<file path="src/rtl/divider.sv">
// RV32M divide unit: DIV/DIVU/REM/REMU, restoring radix-2, one bit per cycle.
// Ports: clk, rst_n, valid/opcode/rd_idx/ra_operand/rb_operand in, hold stall;
//        busy, wb_valid, wb_rd_idx, wb_value out.
module divider #(
   parameter int XLEN = 32
) (
   input  logic            clk,
   input  logic            rst_n,
   input  logic            valid,
   input  logic [31:0]     opcode,
   input  logic [4:0]      rd_idx,
   input  logic [XLEN-1:0] ra_operand,
   input  logic [XLEN-1:0] rb_operand,
   input  logic            hold,
   output logic            busy,
   output logic            wb_valid,
   output logic [4:0]      wb_rd_idx,
   output logic [XLEN-1:0] wb_value
);

   typedef enum logic [1:0] {IDLE, CALC, DONE} state_e;

   state_e          state_q, state_d;
   logic [4:0]      cnt_q, cnt_d;
   logic            is_rem_q, is_rem_d;
   logic            negq_q, negq_d;
   logic            negr_q, negr_d;
   logic [4:0]      rd_q, rd_d;
   logic [XLEN-1:0] dvd_q, dvd_d;
   logic [XLEN-1:0] dvs_q, dvs_d;
   logic [XLEN:0]   rem_q, rem_d;
   logic [XLEN-1:0] quo_q, quo_d;
   logic [XLEN-1:0] wbv_q, wbv_d;
   logic [4:0]      wbrd_q, wbrd_d;

   logic            is_div, f_rem, f_sgn;
   logic            a_neg, b_neg, div0, ovf;
   logic [XLEN-1:0] a_mag, b_mag;
   logic [XLEN:0]   rem_sh, rem_nx, rem_neg;
   logic [XLEN+1:0] diff;
   logic            ge;
   logic [XLEN-1:0] quo_nx, q_fix, r_fix;

   assign is_div = valid && (opcode[6:0] == 7'b0110011)
                && (opcode[31:25] == 7'b0000001) && opcode[14];
   assign f_rem  = opcode[13];
   assign f_sgn  = ~opcode[12];
   assign a_neg  = f_sgn & ra_operand[XLEN-1];
   assign b_neg  = f_sgn & rb_operand[XLEN-1];
   // 0x80000000 negates to itself, which is the correct unsigned magnitude
   assign a_mag  = a_neg ? (~ra_operand + 1'b1) : ra_operand;
   assign b_mag  = b_neg ? (~rb_operand + 1'b1) : rb_operand;
   assign div0   = (rb_operand == '0);
   assign ovf    = f_sgn && (ra_operand == {1'b1, {(XLEN-1){1'b0}}})
                && (rb_operand == '1);

   // one restoring step: shift in next dividend bit, trial subtract
   assign rem_sh  = {rem_q[XLEN-1:0], dvd_q[XLEN-1]};
   assign diff    = {1'b0, rem_sh} - {2'b00, dvs_q};
   assign ge      = ~diff[XLEN+1];
   assign rem_nx  = ge ? diff[XLEN:0] : rem_sh;
   assign quo_nx  = {quo_q[XLEN-2:0], ge};
   assign rem_neg = ~rem_nx + 1'b1;
   assign q_fix   = negq_q ? (~quo_nx + 1'b1) : quo_nx;
   assign r_fix   = negr_q ? rem_neg[XLEN-1:0] : rem_nx[XLEN-1:0];

   always_comb begin
      state_d  = state_q;
      cnt_d    = cnt_q;
      is_rem_d = is_rem_q;
      negq_d   = negq_q;
      negr_d   = negr_q;
      rd_d     = rd_q;
      dvd_d    = dvd_q;
      dvs_d    = dvs_q;
      rem_d    = rem_q;
      quo_d    = quo_q;
      wbv_d    = wbv_q;
      wbrd_d   = wbrd_q;
      if (!hold) begin
         unique case (state_q)
            IDLE: begin
               if (is_div) begin
                  is_rem_d = f_rem;
                  rd_d     = rd_idx;
                  dvd_d    = a_mag;
                  dvs_d    = b_mag;
                  negq_d   = a_neg ^ b_neg;
                  negr_d   = a_neg;
                  rem_d    = '0;
                  quo_d    = '0;
                  cnt_d    = '0;
                  if (div0 || ovf) begin
                     state_d = DONE;
                     wbrd_d  = rd_idx;
                     // div0: q=-1, r=a; overflow: q=a (0x80000000), r=0
                     if (div0) wbv_d = f_rem ? ra_operand : '1;
                     else      wbv_d = f_rem ? '0 : ra_operand;
                  end else begin
                     state_d = CALC;
                  end
               end
            end
            CALC: begin
               cnt_d = cnt_q + 5'd1;
               rem_d = rem_nx;
               quo_d = quo_nx;
               dvd_d = dvd_q << 1;
               if (cnt_q == 5'd31) begin
                  state_d = DONE;
                  wbrd_d  = rd_q;
                  wbv_d   = is_rem_q ? r_fix : q_fix;
               end
            end
            DONE:    state_d = IDLE;
            default: state_d = IDLE;
         endcase
      end
   end

   always_ff @(posedge clk or negedge rst_n) begin
      if (!rst_n) begin
         state_q  <= IDLE;
         cnt_q    <= '0;
         is_rem_q <= 1'b0;
         negq_q   <= 1'b0;
         negr_q   <= 1'b0;
         rd_q     <= '0;
         dvd_q    <= '0;
         dvs_q    <= '0;
         rem_q    <= '0;
         quo_q    <= '0;
         wbv_q    <= '0;
         wbrd_q   <= '0;
      end else begin
         state_q  <= state_d;
         cnt_q    <= cnt_d;
         is_rem_q <= is_rem_d;
         negq_q   <= negq_d;
         negr_q   <= negr_d;
         rd_q     <= rd_d;
         dvd_q    <= dvd_d;
         dvs_q    <= dvs_d;
         rem_q    <= rem_d;
         quo_q    <= quo_d;
         wbv_q    <= wbv_d;
         wbrd_q   <= wbrd_d;
      end
   end

   assign busy      = (state_q != IDLE);
   assign wb_valid  = (state_q == DONE);
   assign wb_value  = wbv_q;
   assign wb_rd_idx = wbrd_q;

endmodule

</file>
<file path="config.mk">
export PLATFORM = sky130hd
export DESIGN_NAME = divider
export DESIGN_NICKNAME = d
export VERILOG_FILES = /design/src/rtl/divider.sv
export SDC_FILE = /design/constraint.sdc
export NUM_CORES = 1
export LEC_CHECK = 0
export ABC_AREA = 0
export BUFFER_PORTS_ARGS = -buffer_cell sky130_fd_sc_hd__buf_2
export CAP_MARGIN = 20
export CORE_MARGIN = 2
export CORE_UTILIZATION = 50
export DETAILED_ROUTE_END_ITERATION = 8
export PLACE_DENSITY = 0.7
export SLEW_MARGIN = 20
export SYNTH_ARGS = -nofsm -noshare
export SYNTH_HDL_FRONTEND = slang
export SYNTH_SLANG_ARGS = --single-unit
</file>
<file path="constraint.sdc">
create_clock -name clk -period 11.4 [get_ports clk]
set_clock_uncertainty 0.1 [all_clocks]
set_input_delay 0.57 -clock clk [delete_from_list [all_inputs] [get_ports clk]]
set_output_delay 0.57 -clock clk [all_outputs]
set_load 0.01 [all_outputs]
</file>
# Word-level counts from Yosys, hierarchy flattened
# Index checks and enable logic that the tools add are counted.
# word_totals
ff_bits	179
input_bits	105
output_inout_bits	39
wordCells	81
# op_classes
addsub	6
eq_ne	10
muxes	29
bitwise	10
reduce_logical	14
# op_table
cell	n
$mux 32	14
$pmux 32 s2	3
$add 32x1->32 const B	4
$not 32->32	4
$eq 32x32->1 const B	2
$pmux 31 s2	1
$sub 33x32->34	1
$logic_not 32->1	1
$mux 31	1
$mux 5	4
$pmux 5 s2	2
$reduce_and 3->1	3
$eq 7x1->1 const B	1
$eq 7x6->1 const B	1
$mux 2	3
$ne 2x2->1 const B	3
$add 5x1->5 const B	1
$eq 5x5->1 const B	1
$logic_and 1x1->1	5
$reduce_and 5->1	1
$pmux 2 s2	1
$reduce_bool 2->1	2
$not 1->1	3
$and 1x1->1	2
other kinds (5)	5

# Logic depth before layout (Yosys ltp)
# Gate-level depths: netlist of the first run.
# logic_depth
word_depth	8
mapped_depth	23
depth_no_buf	18

# Worst setup path before layout of the first run
# No wires, ideal clock.
# synth_path
path_type	register to register
start	register rem_q[8]
end	register wbv_q[30] (netlist: wb_value[30])
setup_time_ps	129
arrival_time_ps	4909
t_required_ps	11171
path_slack_ps	6262
stages_incl_launch_ff	23
n_path_buf	5
synth_period_minus_slack_ps	5138
cell_sequence	dfrtp_1 > ha_1 > buf_2 > nand4_1 > or2_1 > a211o_1 > a211o_1 > buf_6 > nand2_8 > buf_6 > clkbuf_1 > clkbuf_1 > nand2_1 > o21ai_0 > ha_1 > nand2_1 > nor3_1 > a41oi_1 > or4b_4 > nor2_8 > and2_4 > nor4_1 > o41a_1
# synth_via
elab_chain_len	8
word_cells_on_any_way	12
cone_classes	add/sub: 3; mux: 6; bitwise: 3
# synth_rtl
element	line	source
start, declared	31	logic [XLEN:0] rem_q, rem_d;
start signal, assigned	144	rem_q <= rem_d;
$sub 33x32->34	59	assign diff = {1'b0, rem_sh} - {2'b00, dvs_q};
$mux 32 / $not 1->1 (equally long branches)	61, 60	
$not 32->32, on equally long branches	63, 64	
$add 32x1->32, on equally long branches	63, 64	
$mux 32, on equally long branches	65, 64	
$mux 32 *	112	wbv_d = is_rem_q ? r_fix : q_fix;
$mux 32 *	109	if (cnt_q == 5'd31) begin
$pmux 32 s2 *	81	unique case (state_q)
end signal, assigned	146	wbv_q <= wbv_d;
end, declared	33	logic [XLEN-1:0] wbv_q, wbv_d;
# Every way passes the cells marked *; elsewhere a longest branch is shown, timed or not. The select of a mux whose other input is x is not followed.
# A chain may end at the register's enable or synchronous reset.

# Worst setup path after layout of the first run
# layout_path
start	register rem_q[7]
end	register wbv_q[30] (netlist: wb_value[30])
# Same word-level chain as after synthesis.

==> flow_summary.json, run 1 <==
{
  "fin_util_pct": 55.9,
  "routed_wl_mm": 38.8,
  "clockPowerShare_pct": 40.2,
  "cts_sinks": 179,
  "synth_flop_cell": "dfrtp_1",
  "cp_num_buf_inv": 1,
  "ys_async_sr_fraction_pct": 100,
  "fin_nets": 1810,
  "worstPathRequired_ns": 11.61,
  "grt_max_degree": 98,
  "endpoint_kind": "register",
  "crit_family": "compound AO/OA/AOI/OAI gates",
  "die_area_sq_um": 27400,
  "cts_max_level": 4,
  "place_congestion": 0.937,
  "path_class": "reg2reg",
  "ys_types": 85,
  "grt_overflow_total": 0,
  "cts_tree": "done",
  "synth_nets": 1748,
  "antenna_found_initial": 0,
  "cts_root_buf": "clkbuf_16",
  "min_period_ns": 5.64,
  "cts_setup_buffers": 0,
  "synth_warnings": 0,
  "drtAntennaViolNets": 0,
  "ctsHoldBuffers": 0,
  "critPathMaxFanout": 40,
  "drt-pass1-iter-count": 5,
  "fin_crit_sh_pct": 49.5,
  "io_buffer_count": 128,
  "p_sw_share_pct": 31.0,
  "p_leak_nw": 6.33,
  "crit_arrival_ns": 5.85,
  "wl_per_cell_um": 19.3,
  "worst_path_max_delay_cell": "a211o_1",
  "postSynthCellCount": 1603,
  "reg2regPathDepth": 15,
  "p_sw_w": 0.000458,
  "drt_first_iter_violations": 1157,
  "final_max_slew_viol_count": 0,
  "fp.dieW_um": 166,
  "die_y_um": 166,
  "pwr-share-comb_pct": 15.9,
  "ios": 144,
  "viasPerCell": 6.19,
  "internal-power_w": 0.00102,
  "numCtsBuffers": 17,
  "grt_first_pass_wirelength_mm": 62.7,
  "tns_ns": 0,
  "p_per_area_nw_per_um2": 103,
  "setup_viol": 0,
  "worst_pin_slew_ns": 1.07,
  "grt_use_total_pct": 28.1,
  "r2r_slack_ns": 5.76,
  "outcome": "complete, no violations",
  "placementRows": 59,
  "start_util_pct": 50.5,
  "peakVddDrop_v": 0.0000863,
  "fmax_mhz": 177,
  "hpwl_mm": 28.5,
  "crit_path_start": "rem_q[7]",
  "synth_area_sq_um": 13100,
  "cts-resized-gates": 0,
  "synthToLayoutAreaGrowth_pct": 10.5,
  "synthTopCellsByArea": "dfrtp_1 34%, o21ai_0 6.1%, a21oi_1 5.2%",
  "drcViolationCount": 0,
  "rr_startpoint": "rem_q[7]",
  "synth-seq-cells": 179,
  "r2r-end": "wb_value[30]",
  "cp-endpoint": "wb_value[30]",
  "clock_path_buffers": 2,
  "core_sq_um": 25800,
  "n_antenna_cell": 0,
  "yosysSeqAreaShare_pct": 34.3,
  "critical_path.cell_chain": "ha_1 -> a21oi_1 -> a21boi_1 -> o221a_2 -> a211o_1 -> nand2_8 -> inv_4 -> ha_1 -> nand2b_1 -> or2_1 -> or2_1 -> o41ai_2 -> xnor2_1 -> a221o_1 -> o41a_1",
  "drive_gt1_share_pct": 12.9,
  "grt_pass1_vias": 11600,
  "maxSlewHeadroom_pct": 28.1,
  "clk_latency_ns": 0.45,
  "yosysTopAreaCellShare_pct": 34.3,
  "hold_viol": 0,
  "seqPwrFrac_pct": 43.9,
  "cp_slowest_stage_delay_ns": 0.53,
  "yosys.area.top_type": "dfrtp_1",
  "syn_avg_cell_area_sq_um": 8.15,
  "startpoint_type": "register",
  "cts.clk_slew.worst_paths_ns": 0.08,
  "synth-edff-count": 0,
  "hp-class": "in2async",
  "via_count": 12500,
  "crit_cells": 15,
  "drv_cap": 0,
  "rsz0062_at_grt": "no"
}
-- Yosys cell counts (5+ instances only) --
library cell	n
and3_1	11
nor2_1	145
o211ai_1	20
a211oi_1	17
or4_1	14
a21oi_1	135
a31oi_1	25
nor4_1	14
nor3_1	26
or3_1	18
and2_1	13
mux2_2	12
o21ai_1	5
a41oi_1	7
buf_2	13
o22a_1	6
nand2b_1	17
or2_2	5
inv_1	60
a22o_1	38
nor2b_1	5
o31ai_1	33
dfrtp_1	179
o21ai_0	160
a21o_1	12
o22ai_1	11
o31a_1	6
xnor2_1	69
o21a_1	16
xor2_1	54
mux2i_1	23
o41ai_1	12
clkbuf_1	78
ha_1	39
nand3_1	22
nand4_1	26
nand2_1	178
-- kinds of logic after synthesis --
family	synth area share [%]
AOI/OAI and AO/OA	26.8
muxes	2.80
and+or+nand+nor	19.1
xor gates and xnor gates	8.25
adders and majority gates	3.89
buffers and inverters	4.86
DFF	34.3
-- registers in the layout, summed over array words and instances, names as in the netlist --
signal,count
rd_q,5
negr_q,1
dvs_q,32
is_rem_q,1
dvd_q,32
cnt_q,5
rem_q,32
wb_value,32
negq_q,1
quo_q,31
state_q,2
wb_rd_idx,5
-- power groups by stage --
stage	Combinational, W	Sequential (W)	Clock [W]
final	0.000236	0.000649	0.000595
after global routing	0.000262	0.000650	0.000628
after CTS	0.000233	0.000649	0.000600
after detailed placement	0.000231	0.000661	0
after global placement	0.000228	0.000661	0
after floorplan	0.000148	0.000658	0
-- placed cells by master (no fill, tap or decap), drive strengths merged, types with 38 or more instances in the layout --
master,synthesis,layout
xnor2,69,69
a22o,38,38
o21ai,165,165
xor2,54,54
inv,61,68
a21oi,135,135
nand2,179,179
nor2,146,146
dfrtp,179,179
buf,19,140
ha,39,39
-- layout make-up --
class / instances / area [sq um]
multi-input combinational: 1265 / 7970
inverter: 62 / 235
clock inverter: 15 / 164
fill: 2433 / 11400
timing repair buffer: 140 / 741
tap: 335 / 419
sequential: 179 / 4480
clock buffer: 17 / 425
-- how the worst min path moves through the flow --
| stage | end | depth (start not counted) |
|---|---|---|
| 2_1_floorplan | cnt_q[0] | 0 |
| 3_3_place_gp | dvd_q[3] | 2 |
| 3_5_place_dp | dvd_q[3] | 2 |
| 4_1_cts | dvs_q[26] | 1 |
| 5_1_grt | dvs_q[26] | 1 |
| 6_report | dvs_q[26] | 1 |
-- routing by layer --
metal  up-vias  routed length, um  GRT usage [%]
li1       5969                  -              -
met2       435              17500           43.0
met5         -                  0              0
met4         0               1150           9.91
met3        69               2370           4.61
met1      5997              17800           40.4
-- through the flow --
stage                     setup slack [ns]  instance area [sq um]  cells  power, W  hold WS, ns
after floorplan                       6.26                  13100   1603  0.000807        0.174
after global placement                6.00                  13800   1981  0.000890        0.363
final                                 5.76                  14400   2013   0.00148        0.112
after global routing                  5.44                  14400   2013   0.00154        0.212
after CTS                             5.84                  14400   2013   0.00148        0.165
after detailed placement              5.91                  13800   1981  0.000893        0.370
No activity file was read; power rests on OpenSTA's default activity.
==> inputs of run 2 (changes only) <==
- clock period: 11.4 -> 5.4 ns (I/O delays scaled with it)
==> run 2 against run 1 <==
Against the previous run: fmax up 16%; largest power group unchanged; sequential cell count is the same; highest routed layer unchanged; routed wire length grew 4.4%; critical path type unchanged; core utilization up 0.65 points; register-to-register slack worse by 5.2 ns.
==> flow_summary.json, run 2 (same netlist as run 1, synthesis figures left out) <==
{
  "drcViolationCount": 0,
  "grt_first_pass_wirelength_mm": 64.7,
  "fin_nets": 1833,
  "final.fill_count": 2427,
  "drtAntennaViolNets": 0,
  "cts_root_buf": "clkbuf_16",
  "synthToLayoutAreaGrowth_pct": 11.8,
  "n_antenna_cell": 0,
  "viasPerCell": 6.19,
  "wl_per_cell_um": 19.9,
  "min_period_ns": 4.85,
  "final_max_slew_viol_count": 0,
  "layout_commonest_cell": "dfrtp_1",
  "grt_max_degree": 109,
  "final_cells": 2036,
  "cts-resized-gates": 0,
  "place_inst": 1997,
  "maxSlewHeadroom_pct": 27.1,
  "start_util_pct": 50.5,
  "outcome": "complete, no violations",
  "endpoint_kind": "register",
  "cts_tree": "done",
  "path_class": "reg2reg",
  "ios": 144,
  "cts_sinks": 179,
  "p_per_area_nw_per_um2": 215,
  "hp-class": "in2reg",
  "finalPower_w": 0.00313,
  "drv_cap": 0,
  "cts.clk_slew.worst_paths_ns": 0.08,
  "p_leak_nw": 6.42,
  "grt_pass1_vias": 11900,
  "fin_crit_sh_pct": 89.8,
  "hpwl_mm": 30.2,
  "cts_max_level": 4,
  "fp.dieW_um": 166,
  "place_ws_ns": 0.638,
  "core_sq_um": 25800,
  "crit_arrival_ns": 5.07,
  "layout_setup_ws_ns": 0.548,
  "grt_overflow_total": 0,
  "io_buffer_count": 128,
  "worst_pin_slew_ns": 1.09,
  "placementRows": 59,
  "peakVddDrop_v": 0.000221,
  "antenna_found_initial": 0,
  "via_count": 12600,
  "setup_viol": 0,
  "crit_path_start": "rem_q[7]",
  "die_area_sq_um": 27400,
  "critPathMaxFanout": 19,
  "clk_latency_ns": 0.44,
  "startpoint_type": "register",
  "drive_gt1_share_pct": 13.6,
  "die_y_um": 166,
  "tns_ns": 0,
  "fmax_mhz": 206,
  "drt-pass1-iter-count": 7,
  "final_cell_mix": "179 x dfrtp_1, 178 x nand2_1, 160 x o21ai_0",
  "rr_startpoint": "rem_q[7]",
  "drt_first_iter_violations": 1133,
  "worstPathRequired_ns": 5.62,
  "min_from": "hold",
  "numCtsBuffers": 17,
  "place_congestion": 0.928,
  "routed_wl_mm": 40.5,
  "clock_path_buffers": 2,
  "grt_use_total_pct": 29.1,
  "hold_viol": 0,
  "rsz0062_at_grt": "no"
}
-- run 2: per-stage QoR --
stage	area (sq um)	hold WS, ns	utilization [%]
after floorplan	13100	-0.126	-
after global placement	14000	0.277	54.0
after detailed placement	14000	0.292	54.0
after CTS	14600	0.0212	56.5
after global routing	14600	0.0248	56.5
final	14600	0.0234	56.5
-- run 2: path summary, 6_finish.rpt --
path / endpoint / slack, ns / cells after the start
min in group asynchronous: dvs_q[25] / 0.31 / 2
hold / removal: state_q[1] / 0.02 / 3
setup / recovery: wb_value[30] / 0.55 / 16
hold reg to reg: dvd_q[2] / 0.38 / 2
max in group asynchronous: rem_q[12] / 3.51 / 3
setup reg to reg: wb_value[30] / 0.55 / 16
-- run 2: critical path, stage by stage (launching register included) --
cell      delay, ns
dfrtp_1        0.46
ha_1           0.44
a21oi_1        0.24
a21boi_1       0.37
o221a_2        0.36
a211o_1        0.26
nand2_8        0.14
o21ai_0        0.28
ha_1           0.30
nand2_1        0.07
nor3_1         0.14
a41oi_1        0.11
or4b_4         0.67
nor2_8         0.14
and2_4         0.16
nor4_1         0.05
o41a_1         0.44
-- run 2: layout make-up --
class | count | area (sq um) | share of cell area (%)
repair buffers | 163 | 927 | 6.35
well taps | 335 | 419 | 2.87
inverters | 62 | 235 | 1.61
multi-input cells | 1265 | 7970 | 54.6
clock buffers | 18 | 429 | 2.94
flip-flops and latches | 179 | 4480 | 30.7
clock inverters | 14 | 141 | 0.968
-- run 2: power by group --
part / leakage (nW) / switching, W / internal (W)
Sequential: 2.41 / 0.0000177 / 0.00135
Clock: 0.269 / 0.000632 / 0.000615
Combinational: 3.73 / 0.000324 / 0.000192
-- run 2: repair_timing --
| item | 4_1_cts | 5_1_grt |
|---|---|---|
| setup buffers | 0 | 0 |
| hold buffers | 7 | 0 |
| endpoints found under the hold margin | 86 | 0 |
-- run 2: routing by layer --
metal / GRT usage [%] / share of wire, % / vias to the layer above / wire, um
met3: 4.71 / 6.2 / 74 / 2530
met1: 40.9 / 45 / 6068 / 18400
met2: 45.6 / 45 / 454 / 18300
met4: 10.1 / 3.2 / 0 / 1290
met5: 0 / 0 / - / 0
li1: - / - / 6009 / -
==> inputs of run 3 (changes only) <==
- REMOVE_ABC_BUFFERS: unset -> 1
==> run 3 against run 2 <==
Against the previous run: combinational power decreased by 2%; worst hold slack improved by 0.00070 ns; non-clock buffer count fell by 5; cell count is 0.25% lower; fmax fell by 2.7%; first-iteration DRC count is 12% lower; worst setup slack lost 0.13 ns; critical path type unchanged; critical endpoint is now wb_value[22].
==> flow_summary.json, run 3 (same netlist as run 1, synthesis figures left out) <==
{
  "drt-pass1-iter-count": 5,
  "cts_setup_buffers": 0,
  "min_period_ns": 4.99,
  "die_area_sq_um": 27400,
  "grt_overflow_total": 0,
  "drv_cap": 0,
  "placementRows": 59,
  "tns_ns": 0,
  "grt_use_total_pct": 28.3,
  "cts_sinks": 179,
  "hold_viol": 0,
  "reg2regPathDepth": 16,
  "worst_pin_slew_ns": 0.996,
  "drt_first_iter_violations": 1001,
  "layout_commonest_cell": "dfrtp_1",
  "fp.dieW_um": 166,
  "rsz0062_at_grt": "no",
  "peakVddDrop_v": 0.000204,
  "endpoint_kind": "register",
  "crit_arrival_ns": 5.25,
  "grt_max_degree": 103,
  "cts_tree": "done",
  "grt_first_pass_wirelength_mm": 63.2,
  "fin_crit_sh_pct": 92.3,
  "grt_pass1_vias": 11900,
  "viasPerCell": 6.17,
  "core_sq_um": 25800,
  "final_cells": 2031,
  "cts.clk_slew.worst_paths_ns": 0.07,
  "finalPower_w": 0.00315,
  "r2r_slack_ns": 0.41,
  "hpwl_mm": 28.6,
  "wl_per_cell_um": 19.1,
  "final_max_slew_viol_count": 0,
  "clk_latency_ns": 0.44,
  "startpoint_type": "register",
  "io_buffer_count": 128,
  "drive_gt1_share_pct": 13.4,
  "critPathMaxFanout": 18,
  "cts_max_level": 4,
  "worstPathRequired_ns": 5.67,
  "numCtsBuffers": 17,
  "drtAntennaViolNets": 0,
  "antenna_found_initial": 1,
  "min_to": "dvs_q[1]",
  "hold_depth": 3,
  "r2r-end": "wb_value[22]",
  "min_from": "rb_operand[1]",
  "routed_wl_mm": 38.8,
  "fin_nets": 1828,
  "hp-class": "in2reg",
  "place_inst": 1993,
  "ios": 144,
  "drcViolationCount": 0,
  "place_congestion": 0.897,
  "p_leak_nw": 6.42,
  "path_class": "reg2reg",
  "die_y_um": 166,
  "cts_root_buf": "clkbuf_16",
  "p_per_area_nw_per_um2": 215,
  "final_cell_mix": "179 x dfrtp_1, 178 x nand2_1, 160 x o21ai_0",
  "outcome": "complete, no violations",
  "maxSlewHeadroom_pct": 33.6,
  "synthToLayoutAreaGrowth_pct": 11.9,
  "fin_util_pct": 56.5,
  "fin_hold_ws_ns": 0.0241,
  "rr_startpoint": "rem_q[7]",
  "clock_path_buffers": 2,
  "fmax_mhz": 201,
  "setup_viol": 0,
  "via_count": 12500,
  "n_antenna_cell": 0,
  "start_util_pct": 50.5
}
run 3: cell types whose count changed in the layout (fill, tap and decap cells not counted), moves of 2 or more:
cell / delta
buf_4: -5
inv_6: -3
inv_8: -3
bufinv_16: +2
clkbuf_8: +2
clkinv_2: +2
clkinv_4: +2
clkinv_8: -2
run 3: final cells by class:
type	count	area [sq um]
clock buffer	21	460
timing repair buffer	158	900
clock inverter	11	129
inverter	62	235
multi-input combinational	1265	7990
tap	335	419
fill	2421	11200
sequential	179	4480
run 3: per-stage QoR:
stage	setup WS (ns)	cell area (sq um)
2_1_floorplan	0.526	12700
3_3_place_gp	0.651	13900
3_5_place_dp	0.496	13900
4_1_cts	0.497	14600
5_1_grt	0.0923	14600
6_report	0.415	14600
run 3: worst max-delay path, stage by stage, from the launching register on:
cell	delay [ns]
dfrtp_1	0.46
ha_1	0.43
a21oi_1	0.23
a21boi_1	0.34
o221a_2	0.35
a211o_1	0.26
nand2_8	0.15
o21ai_0	0.39
ha_1	0.32
nand2_1	0.08
nor3_1	0.15
a41oi_1	0.12
or4b_4	0.68
o41ai_2	0.33
xor2_1	0.31
o21ai_1	0.11
o21ai_1	0.12
run 3: routing by layer:
layer  GRT usage (%)  vias up  share of wire (%)
li1                -     5993                  -
met1            38.5     6024                 44
met2            43.8      423                 45
met3            6.57       89                7.6
met4            11.3        0                3.8
met5               0        -                  0
run 3: repair_timing:
| item | CTS | global route |
|---|---|---|
| setup endpoints to repair | 0 | 1 |
| hold buffers | 6 | 0 |
| gates resized for setup | 0 | 1 |
| hold endpoints to repair | 80 | 0 |
run 3: power breakdown:
group          internal, W  leakage [nW]  switching [W]
combinational     0.000190          3.72       0.000316
clock             0.000710         0.284       0.000560
sequential         0.00135          2.41      0.0000170
total              0.00225          6.42       0.000894
run 3: how the worst max path moves through the flow:
stage,start,end,slack [ns],cells past startpoint
finish,rem_q[7],wb_value[22],0.41,16
CTS,dvd_q[31],wb_value[31],0.50,14
floorplan,state_q[0],wb_value[28],0.53,6
global route,rem_q[7],wb_value[22],0.09,16
detailed placement,dvd_q[31],wb_value[31],0.50,14
global placement,rem_q[7],wb_value[22],0.65,16
